===== src/rtl/alu_result_buffer.sv =====
// alu_result_buffer: 2-entry FIFO between the ALU result mux and writeback, tagging each result with a zero flag.
module alu_result_buffer #(
  parameter int WIDTH = 32,
  parameter int TAGW  = 5
) (
  input  logic             clk,
  input  logic             rst_n,
  input  logic             in_valid,
  output logic             in_ready,
  input  logic [WIDTH-1:0] in_result,
  input  logic [2:0]       in_op,
  input  logic [TAGW-1:0]  in_tag,
  input  logic             flush,
  output logic             out_valid,
  input  logic             out_ready,
  output logic [WIDTH-1:0] out_result,
  output logic             out_zero,
  output logic [2:0]       out_op,
  output logic [TAGW-1:0]  out_tag,
  output logic [1:0]       count,
  output logic [15:0]      retired
);
  localparam int EW = WIDTH + 1 + 3 + TAGW;
  logic [EW-1:0] mem_q [2];
  logic          wp_q, rp_q;
  logic [1:0]    cnt_q, cnt_d;
  logic [15:0]   ret_q;
  logic          push, pop;
  // in_ready depends only on registered occupancy, so no path from out_ready
  assign in_ready  = cnt_q < 2'd2;
  assign out_valid = cnt_q != 2'd0;
  assign push      = in_valid & in_ready & ~flush;
  assign pop       = out_valid & out_ready & ~flush;
  assign count     = cnt_q;
  assign retired   = ret_q;
  assign {out_result, out_zero, out_op, out_tag} = out_valid ? mem_q[rp_q] : '0;
  always_comb begin
    cnt_d = flush ? 2'd0 : cnt_q + 2'(push) - 2'(pop);
  end
  always_ff @(posedge clk or negedge rst_n) begin
    if (!rst_n) begin
      mem_q <= '{default: '0};
      wp_q  <= 1'b0;
      rp_q  <= 1'b0;
      cnt_q <= 2'd0;
      ret_q <= 16'd0;
    end else begin
      cnt_q <= cnt_d;
      if (flush) begin
        wp_q <= 1'b0;
        rp_q <= 1'b0;
      end else begin
        if (push) begin
          mem_q[wp_q] <= {in_result, ~|in_result, in_op, in_tag};
          wp_q        <= ~wp_q;
        end
        if (pop) begin
          rp_q  <= ~rp_q;
          ret_q <= ret_q + 16'd1;
        end
      end
    end
  end
endmodule


===== config.mk =====
export PLATFORM = sky130hd
export DESIGN_NAME = alu_result_buffer
export DESIGN_NICKNAME = d
export VERILOG_FILES = /design/src/rtl/alu_result_buffer.sv
export SDC_FILE = /design/constraint.sdc
export NUM_CORES = 1
export LEC_CHECK = 0
export CAP_MARGIN = 20
export CORE_ASPECT_RATIO = 2
export CORE_MARGIN = 2
export CORE_UTILIZATION = 31
export CTS_BUF_LIST = sky130_fd_sc_hd__clkbuf_16
export DETAILED_ROUTE_END_ITERATION = 8
export DONT_BUFFER_PORTS = 1
export PLACE_DENSITY = 0.52
export SLEW_MARGIN = 20
export SYNTH_ARGS = -nofsm -noshare
export SYNTH_HDL_FRONTEND = slang
export SYNTH_SLANG_ARGS = --single-unit

===== constraint.sdc =====
create_clock -name clk -period 2.9 [get_ports clk]
set_clock_uncertainty 0.05 [all_clocks]
set_input_delay 0.29 -clock clk [delete_from_list [all_inputs] [get_ports clk]]
set_output_delay 0.29 -clock clk [all_outputs]
set_load 0.05 [all_outputs]

==> flow_metrics.py <==
metrics = {
    "synth": {
        "netlist_top_cells_area": "dfrtp_1 (55%), mux2_1 (19%), mux2i_1 (8.8%)",
        "yosys.area.top_type": "dfrtp_1",
        "async_reset_ff_share_pct": 100,
        "synth_cell_type_count": 26,
        "ys.warnings.count": 0,
        "syn_area_um2": 4670,
        "syn-num-nets": 407,
        "avgSynthCellArea_um2": 13.0,
        "synth_top_cell_area_share_pct": 54.7,
        "synth_ff_type": "dfrtp_1",
        "synth_edf_count": 0,
        "synth-seq-cells": 102,
        "seq_area_frac_synth_pct": 54.7,
        "netlist_instances": 359,
    },
    "clock_network": {
        "cts_tree": "done",
        "cts_num_sinks": 102,
        "cts_buffers": 9,
        "insertion_delay_ps": 340,
        "root_buffer": "clkbuf_16",
        "clk_pin_slew_worst_paths_ps": 70,
        "cts_buffer_depth": 2,
        "htree_levels": 3,
        "post_cts_buffers": 0,
    },
    "detailed_routing": {
        "first_pass_iters": 4,
        "drt-wirelength-per-cell_um": 17.8,
        "dr.first_iter.drc_count": 86,
        "vias": 2912,
        "drc": 0,
        "via_per_inst": 4.82,
        "wirelength_mm": 10.7,
        "ant_nets": 0,
    },
    "final_layout": {
        "area_delta_synth_final_pct": 19.9,
        "final_cell_mix": "dfrtp_1 (101), mux2_1 (80), buf_4 (47)",
        "nNetsFinal": 452,
        "diodes": 0,
        "stdcell_area_um2": 5600,
        "num-fill-cells": 1488,
        "drive_gt1_share_pct": 18.3,
        "final_common_cell": "dfrtp_1",
        "final_cells": 604,
        "post-route-util_pct": 37.8,
    },
    "place": {
        "port-buffer-count": 0,
        "place_inst": 585,
        "place.gp.congestion": 0.716,
        "place_area_um2": 5240,
        "hpwl_mm": 7.54,
        "pre_cts_slack_ps": 704,
    },
    "global_route": {
        "grt_first_pass_wirelength_mm": 17.0,
        "grt_usage_pct": 13.8,
        "antenna_found_initial": 0,
        "grt_start_max_net_pins": 103,
        "gr-total-overflow": 0,
        "grt_pass1_vias": 3172,
    },
    "timing": {
        "slew_headroom_pct": 59.6,
        "hold_viol": 0,
        "finalCriticalPeriod_ps": 2290,
        "tightest_slew_ps": 606,
        "finalCritPeriodShare_pct": 79.0,
        "setup_slack_ps": 610,
        "fmax_mhz": 437,
        "drv_slew": 0,
        "setup-violations-final": 0,
        "setup_tns_ps": 0,
        "rsz0062_at_grt": "false",
    },
    "worst_setup_path": {
        "worstPathArrival_ps": 1950,
        "crit_path_start_kind": "flop",
        "r2r-start": "count[0]",
        "crit_start": "rp_q",
        "end_kind": "primary output",
        "critPathMaxFanout": 28,
        "worst_ep_required_time_ps": 2560,
        "cpPeakStageDelay_ps": 730,
        "path_cells": "buf_12 > mux2i_1 > nor2_1 > buf_4",
        "crit_slowest_cell": "dfrtp_2",
        "path_class": "flop to primary output",
    },
    "die": {
        "row_count": 63,
        "die_w_um": 90.8,
        "initial_core_util_pct": 31.5,
        "die_y_um": 178,
        "io_pins": 106,
        "fp.coreArea_um2": 14800,
        "die-area_um2": 16100,
    },
    "min_path": {
        "min_path_type": "primary input to flop",
        "min_from": "in_result[23]",
    },
    "run": {
        "cap_violations": 0,
    },
    "run_status": {
        "outcome": "finished, final reports clean",
    },
    "pwr": {
        "powerDensity_nw_per_um2": 985,
        "p_leak_uw": 0.00238,
        "ir_drop_uv": 282,
    },
}
kinds of logic after synthesis:
group                      after synthesis  synth area share [%]
buffers and inverters                   23                  2.63
AOI/OAI and AO/OA                        1                 0.107
xor gates and xnor gates                19                  3.56
DFF                                    102                  54.7
muxes                                  124                  28.8
adders and majority gates                3                 0.804
and+or+nand+nor                         87                  9.43
metal layers:
metal  wire length (um)  global-route usage (%)  vias up
met1               3960                    14.3     1500
met3                454                    3.10        8
met5                  0                       0        -
li1                   -                       -     1344
met4                180                    6.31        0
met2               6160                    26.2       60
critical path: cells and delay by family, from the launching register on:
kind                   cells  cell delay (ps)
flip-flops                 1              730
AND/OR/NAND/NOR            1              200
multiplexers               1              100
buffers and inverters      2              550
per-stage QoR:
stage	power, uW	hold WS (ps)
finish	5510	25.8
global route	5840	9.82
CTS	5600	9.50
detailed placement	4270	-52.1
global placement	4200	-51.0
floorplan	3710	-55.6
cells in the mapped netlist, types with 3 or more instances:
cell type	count
and2_1	3
and3_1	4
buf_2	5
buf_4	8
clkbuf_1	6
dfrtp_1	102
ha_1	3
inv_1	4
mux2_1	80
mux2_2	3
mux2i_1	41
nand2_1	3
nand3_1	5
nand4_1	8
nor2_1	46
nor2_2	3
nor4_1	8
xnor2_1	17
sequential cells by signal, summed over array words and instances (netlist names):
register,count
retired,16
mem_q,82
count,2
wp_q,1
rp_q,1
report_power, final:
| group | switching [uW] | internal (uW) |
|---|---|---|
| sequential | 336 | 1930 |
| clock | 526 | 750 |
| combinational | 1220 | 743 |
worst paths after layout:
path                       cells past startpoint  slack (ps)        endpoint
max                                            4         610  out_result[17]
min                                            1          30       mem_q[32]
max reg2reg                                    9         700        count[1]
min reg2reg                                    1         430       mem_q[76]
max in group asynchronous                      2        1880       mem_q[18]
min in group asynchronous                      2         470       mem_q[45]
area by class of cell:
cell class	instances	area [um2]	share of cell area [%]
Sequential cell	102	2550	45.6
Multi-Input combinational cell	234	2010	35.9
Timing Repair Buffer	53	460	8.22
Tap cell	195	244	4.36
Clock buffer	9	225	4.02
Clock inverter	7	88.8	1.59
Inverter	4	15.0	0.268
timing repair:
| item | in CTS | in global routing |
|---|---|---|
| hold buffers | 3 | 0 |
| endpoints found under the hold margin | 106 | 0 |
| setup endpoints to repair | 0 | 0 |
| resized for setup | 0 | 0 |
Note: power is estimated with default switching activity, not from simulation.
